File: src/rtl/fetch_unit.sv
// Instruction fetch stage: PC register, single-outstanding imem request,
// and a small instruction FIFO feeding decode, with redirect flush.
module fetch_unit #(
    parameter logic [31:0] RESET_PC = 32'h0000_0000,
    parameter int          DEPTH    = 2
) (
    input  logic        clk,
    input  logic        rst_n,
    output logic        imem_req_valid,
    input  logic        imem_req_ready,
    output logic [31:0] imem_addr,
    input  logic        imem_rsp_valid,
    input  logic [31:0] imem_rsp_data,
    output logic        instr_valid,
    input  logic        instr_ready,
    output logic [31:0] instr_out,
    output logic [31:0] instr_pc,
    output logic [31:0] instr_pc_plus4,
    input  logic        redirect_valid,
    input  logic [31:0] redirect_target,
    output logic        misaligned
);

    localparam int PW = $clog2(DEPTH);
    localparam int CW = PW + 1;
    localparam logic [CW-1:0] FULL = CW'(DEPTH);

    typedef enum logic {
        IDLE,
        WAIT
    } state_t;

    state_t        state;
    logic [31:0]   pc;
    logic [31:0]   req_pc;
    logic          drop;
    logic [PW-1:0] wr_ptr;
    logic [PW-1:0] rd_ptr;
    logic [CW-1:0] count;

    logic [31:0] fifo_data [DEPTH];
    logic [31:0] fifo_pc   [DEPTH];

    logic req_fire;
    logic rsp_take;
    logic push;
    logic pop;

    assign imem_req_valid = rst_n && (state == IDLE)
                          && (count < FULL) && !redirect_valid;
    assign imem_addr      = pc;
    assign req_fire       = imem_req_valid && imem_req_ready;

    // A response only counts while a request is outstanding.
    assign rsp_take = (state == WAIT) && imem_rsp_valid;
    assign push     = rsp_take && !drop && !redirect_valid;

    assign instr_valid    = rst_n && (count != '0);
    assign pop            = instr_valid && instr_ready && !redirect_valid;
    assign instr_out      = fifo_data[rd_ptr];
    assign instr_pc       = fifo_pc[rd_ptr];
    assign instr_pc_plus4 = instr_pc + 32'd4;

    always_ff @(posedge clk) begin
        if (rst_n && push) begin
            fifo_data[wr_ptr] <= imem_rsp_data;
            fifo_pc[wr_ptr]   <= req_pc;
        end
    end

    always_ff @(posedge clk) begin
        if (!rst_n) begin
            state      <= IDLE;
            pc         <= RESET_PC;
            req_pc     <= RESET_PC;
            drop       <= 1'b0;
            wr_ptr     <= '0;
            rd_ptr     <= '0;
            count      <= '0;
            misaligned <= 1'b0;
        end else begin
            misaligned <= redirect_valid && (redirect_target[1:0] != 2'b00);
            if (redirect_valid) begin
                pc     <= {redirect_target[31:2], 2'b00};
                wr_ptr <= '0;
                rd_ptr <= '0;
                count  <= '0;
                // An in-flight request becomes stale; a response that
                // lands this very cycle is discarded right here instead.
                if (state == WAIT) begin
                    if (imem_rsp_valid) begin
                        state <= IDLE;
                        drop  <= 1'b0;
                    end else begin
                        drop  <= 1'b1;
                    end
                end
            end else begin
                if (req_fire) begin
                    req_pc <= pc;
                    pc     <= pc + 32'd4;
                    state  <= WAIT;
                end
                if (rsp_take) begin
                    state <= IDLE;
                    if (drop) begin
                        drop <= 1'b0;
                    end
                end
                if (push) begin
                    wr_ptr <= wr_ptr + PW'(1);
                end
                if (pop) begin
                    rd_ptr <= rd_ptr + PW'(1);
                end
                unique case ({push, pop})
                    2'b10:   count <= count + CW'(1);
                    2'b01:   count <= count - CW'(1);
                    default: count <= count;
                endcase
            end
        end
    end

endmodule

File: config.mk
export PLATFORM = sky130hd
export DESIGN_NAME = fetch_unit
export DESIGN_NICKNAME = d
export VERILOG_FILES = /design/src/rtl/fetch_unit.sv
export SDC_FILE = /design/constraint.sdc
export NUM_CORES = 1
export LEC_CHECK = 0
export BUFFER_PORTS_ARGS = -buffer_cell sky130_fd_sc_hd__buf_2
export CAP_MARGIN = 20
export CORE_ASPECT_RATIO = 0.6
export CORE_MARGIN = 5
export CORE_UTILIZATION = 35
export CTS_BUF_LIST = sky130_fd_sc_hd__clkbuf_16
export CTS_CLUSTER_SIZE = 28
export DETAILED_ROUTE_END_ITERATION = 7
export PLACE_DENSITY_LB_ADDON = 0.05
export REMOVE_ABC_BUFFERS = 1
export SYNTH_ARGS = -nofsm -noshare
export SYNTH_HDL_FRONTEND = slang
export SYNTH_SLANG_ARGS = --single-unit
File: constraint.sdc
create_clock -name clk -period 8.16 [get_ports clk]
set_input_delay 1.224 -clock clk [delete_from_list [all_inputs] [get_ports clk]]
set_output_delay 1.224 -clock clk [all_outputs]
set_load 0.01 [all_outputs]
==> impl_results.html <==
<table>
<tr><th>Metric</th><th>Value</th></tr>
<tr><th colspan="2">Final layout</th></tr>
<tr><td>Post-layout util</td><td>0.4280</td></tr>
<tr><td>Net count reported at finish</td><td>972</td></tr>
<tr><td>Final non-filler cell area</td><td>10,300 µm²</td></tr>
<tr><td>Register cell area after layout</td><td>5089 µm²</td></tr>
<tr><td>Multi-input gate area</td><td>3136 µm²</td></tr>
<tr><td>Commonest non-fill, non-tap cell in the layout</td><td>sky130_fd_sc_hd__buf_2</td></tr>
<tr><td>Top library cells by usage in the layout, fill and taps aside</td><td>sky130_fd_sc_hd__buf_2, sky130_fd_sc_hd__edfxtp_1, sky130_fd_sc_hd__nand2_1</td></tr>
<tr><td>Number of antenna diodes</td><td>0</td></tr>
<tr><td>Filler Cells Inserted</td><td>2,334</td></tr>
<tr><td>Syn-to-layout area delta</td><td>21.14%</td></tr>
<tr><td>Fraction of layout instances using a drive strength above 1</td><td>0.3377</td></tr>
<tr><td>Non-filler instance count after layout</td><td>1,234</td></tr>
<tr><th colspan="2">STA</th></tr>
<tr><td>F_max</td><td>207.3 MHz</td></tr>
<tr><td>Setup violation total in the final timing report</td><td>0</td></tr>
<tr><td>Fraction of the cycle the final worst path needs</td><td>0.5911</td></tr>
<tr><td>RSZ-0062 raised after global routing</td><td>false</td></tr>
<tr><td>Setup TNS</td><td>0 ps</td></tr>
<tr><td>Max Transition Viols Final</td><td>0</td></tr>
<tr><td>Fin. Hold Viols</td><td>0</td></tr>
<tr><td>Post-Route Skew</td><td>8.400 ps</td></tr>
<tr><td>Worst max-slew margin expressed relative to the limit</td><td>0.2879</td></tr>
<tr><td>Post-route minimum period</td><td>4823 ps</td></tr>
<tr><td>Transition time of the tightest slew-check pin</td><td>1068 ps</td></tr>
<tr><th colspan="2">Clock network</th></tr>
<tr><td>CTS H-tree lvls</td><td>4</td></tr>
<tr><td>Total of cells resized after clock tree synthesis</td><td>0</td></tr>
<tr><td>Number of buffers added by the clock tree synthesis step</td><td>17</td></tr>
<tr><td>Hold-fix buffers, CTS</td><td>0</td></tr>
<tr><td>Clock tree from TritonCTS</td><td>built</td></tr>
<tr><td>Number of buffers on the longest clock path</td><td>2</td></tr>
<tr><td>Clock latency of the later-clocked register in the worst-skew pair</td><td>430 ps</td></tr>
<tr><td># Post-CTS Setup Buffers</td><td>0</td></tr>
<tr><td>Reg clk slew, reported paths</td><td>70 ps</td></tr>
<tr><td>Cell at the root of the clock tree</td><td>sky130_fd_sc_hd__clkbuf_16</td></tr>
<tr><td>Total number of clock tree sinks</td><td>192</td></tr>
<tr><th colspan="2">Logic synthesis</th></tr>
<tr><td>Syn Area/Cell</td><td>11.79 µm²</td></tr>
<tr><td>Number of enable flip-flop cells after synthesis</td><td>124</td></tr>
<tr><td>Async S/R FF share, synth</td><td>0</td></tr>
<tr><td>Area of the mapped netlist</td><td>8501 µm²</td></tr>
<tr><td>Synth Flop Type</td><td>sky130_fd_sc_hd__edfxtp_1</td></tr>
<tr><td>Synthesis Warnings</td><td>0</td></tr>
<tr><td>Flops &amp; latches, synth</td><td>192</td></tr>
<tr><td>Count of distinct cell types in the synthesized netlist</td><td>63</td></tr>
<tr><td>Fraction of the yosys area taken by sequential cells</td><td>0.5982</td></tr>
<tr><td>Cells after Synth</td><td>721</td></tr>
<tr><th colspan="2">GRT</th></tr>
<tr><td>Maximum number of pins on one net before global-route repair</td><td>79</td></tr>
<tr><td>First-pass GRT wire length</td><td>35,570 µm</td></tr>
<tr><td>Antenna violations before repair</td><td>0</td></tr>
<tr><td>Global Route Usage Sum</td><td>0.1656</td></tr>
<tr><td>Number of global-route vias before repair</td><td>6,303</td></tr>
<tr><td>Overflow left after global routing</td><td>0</td></tr>
<tr><th colspan="2">Placed design</th></tr>
<tr><td>Instance area after placement</td><td>9707 µm²</td></tr>
<tr><td>Detailed-placement wirelength estimate</td><td>15,970 µm</td></tr>
<tr><td>Number of placed instances with taps included</td><td>1,202</td></tr>
<tr><td>RD Place Congestion</td><td>0.8331</td></tr>
<tr><td>Number of input and output port buffers inserted</td><td>194</td></tr>
<tr><th colspan="2">Setup path</th></tr>
<tr><td>Reg-to-reg endpoint</td><td>imem_addr[28]</td></tr>
<tr><td>Delay contributed by the slowest stage of the critical path</td><td>990 ps</td></tr>
<tr><td>Cell count of the worst reg-to-reg path</td><td>6</td></tr>
<tr><td>Reg-to-reg startpoint</td><td>imem_addr[3]</td></tr>
<tr><td>Critical path endpoint</td><td>instr_pc_plus4[18]</td></tr>
<tr><td>Capturing element type of the critical path</td><td>primary output</td></tr>
<tr><td>Data required time at the worst endpoint</td><td>6940 ps</td></tr>
<tr><td>CP startpoint kind</td><td>flop</td></tr>
<tr><td>Reg-to-reg setup timing slack</td><td>5420 ps</td></tr>
<tr><td>Ordered list of cells on the worst path</td><td>mux2i_1 &gt; inv_1 &gt; ha_1 &gt; nand2_1 &gt; o22ai_1 &gt; nand3_2 &gt; a2111oi_2 &gt; xnor2_1 &gt; buf_2</td></tr>
<tr><td>Crit path kind</td><td>flop to primary output</td></tr>
<tr><td>Endpoint arrival time on the critical path</td><td>3600 ps</td></tr>
<tr><td>Slowest stage cell on the critical path</td><td>sky130_fd_sc_hd__dfxtp_4</td></tr>
<tr><td>Max Fanout on Critical Path</td><td>78</td></tr>
<tr><th colspan="2">Status</th></tr>
<tr><td>Outcome</td><td>completed</td></tr>
<tr><th colspan="2">Min path</th></tr>
<tr><td>Class of the most critical hold timing path</td><td>flop to flop</td></tr>
<tr><th colspan="2">Flow run</th></tr>
<tr><td>Max-cap violations</td><td>0</td></tr>
<tr><th colspan="2">Detailed routing</th></tr>
<tr><td>DR vias/cell</td><td>5.028</td></tr>
<tr><td>First-pass iteration count of the detailed router</td><td>5</td></tr>
<tr><td>Iteration-0 DRC Markers</td><td>311</td></tr>
<tr><td>Via total after detailed routing</td><td>6,204</td></tr>
<tr><td>Antenna viol nets, final</td><td>0</td></tr>
<tr><td>Residual DRC count</td><td>0</td></tr>
<tr><td>Final wirelength</td><td>22,910 µm</td></tr>
<tr><td>Routed wire per std cell</td><td>18.56 µm</td></tr>
<tr><th colspan="2">Floorplan</th></tr>
<tr><td>Core Footprint</td><td>24,060 µm²</td></tr>
<tr><td>Vertical die dimension</td><td>130.7 µm</td></tr>
<tr><td>Die outline width</td><td>211.2 µm</td></tr>
<tr><td>Die footprint</td><td>27,610 µm²</td></tr>
<tr><td>Starting density of the core</td><td>0.3533</td></tr>
<tr><td>Standard-cell row count</td><td>44</td></tr>
<tr><td>Number of primary I/O pins</td><td>201</td></tr>
<tr><th colspan="2">Power</th></tr>
<tr><td>Worst IR drop on VDD</td><td>142.3 µV</td></tr>
<tr><td>Power after layout</td><td>1.978 mW</td></tr>
<tr><td>Static leakage power</td><td>3.962 nW</td></tr>
<tr><td>Power per unit of standard cell area</td><td>192.1 nW/µm²</td></tr>
</table>
how the worst min path moves through the flow:
| stage | startpoint | endpoint | slack (ps) | cells past startpoint |
|---|---|---|---|---|
| CTS | req_pc[30] | fifo_pc[0][30] | 460 | 0 |
| finish | req_pc[27] | fifo_pc[0][27] | 460 | 0 |
| global route | req_pc[30] | fifo_pc[0][30] | 470 | 0 |
| global placement | req_pc[28] | fifo_pc[1][28] | 430 | 0 |
| floorplan | req_pc[10] | fifo_pc[0][10] | 430 | 0 |
| detailed placement | req_pc[30] | fifo_pc[0][30] | 450 | 0 |
flip-flops by register name, indices dropped and copies added (netlist names), named ones only:
name        count
drop            1
count           2
state           1
req_pc         30
imem_addr      30
fifo_data      64
fifo_pc        60
wr_ptr          1
rd_ptr          1
misaligned      1
worst max-delay path: cells and delay by family, from the launching register on:
kind	cells	cell delay, ps
AOI/OAI and AO/OA	2	760
buffers and inverters	2	270
and+or+nand+nor	2	400
muxes	1	210
DFF	1	990
xor gates and xnor gates	1	160
adders and majority gates	1	260
stage by stage:
| step | hold slack, ps | setup slack [ps] |
|---|---|---|
| finish | 463.9 | 3337 |
| global route | 472.5 | 2945 |
| global placement | 434.7 | 3805 |
| detailed placement | 446.2 | 3715 |
| CTS | 463.4 | 3247 |
| floorplan | 425.4 | 958.4 |
per-layer routing:
layer	vias up	wire [µm]	track usage
met5	-	0	0
met4	0	257	0.04152
met3	15	1192	0.04032
met2	165	10080	0.2482
met1	3030	11370	0.2425
li1	2994	-	-
final cells by class:
type / instances / share of cell area
sequential: 192 / 0.4942
clock inverter: 12 / 0.008748
inverter: 19 / 0.006926
tap: 322 / 0.03913
clock buffer: 20 / 0.04860
timing repair buffer: 199 / 0.09793
multi-input combinational: 470 / 0.3045
synth_stat cells (16+ instances only):
library cell	count	area, µm²
sky130_fd_sc_hd__edfxtp_1	124	3724
sky130_fd_sc_hd__nand2_1	119	446.7
sky130_fd_sc_hd__dfxtp_1	68	1361
sky130_fd_sc_hd__a21oi_1	58	290.3
sky130_fd_sc_hd__mux2_2	52	585.6
sky130_fd_sc_hd__nor2_1	22	82.58
sky130_fd_sc_hd__xnor2_1	22	192.7
sky130_fd_sc_hd__clkbuf_1	20	75.07
sky130_fd_sc_hd__buf_2	16	80.08
sky130_fd_sc_hd__inv_1	16	60.06
sky130_fd_sc_hd__nand4_1	16	100.1
sky130_fd_sc_hd__o21ai_0	16	80.08
power breakdown:
part / leakage [nW] / internal [mW] / switching [mW]
Sequential: 1.78 / 1.04 / 0.0203
Combinational: 1.88 / 0.0344 / 0.0507
Clock: 0.299 / 0.451 / 0.382
Total: 3.96 / 1.53 / 0.453
kinds of logic (layout without fill, tap and decap cells):
group,count (synthesis),after routing,share of synthesized area
other cells,1,6,0.0004411
fa+ha+maj,3,3,0.004416
compound gates,126,126,0.09538
flops,192,192,0.5982
simple gates,235,235,0.1442
xor+xnor,32,32,0.03297
mux,68,68,0.08846
buf+inv,64,250,0.03591
No activity file was read; power rests on OpenSTA's default activity.
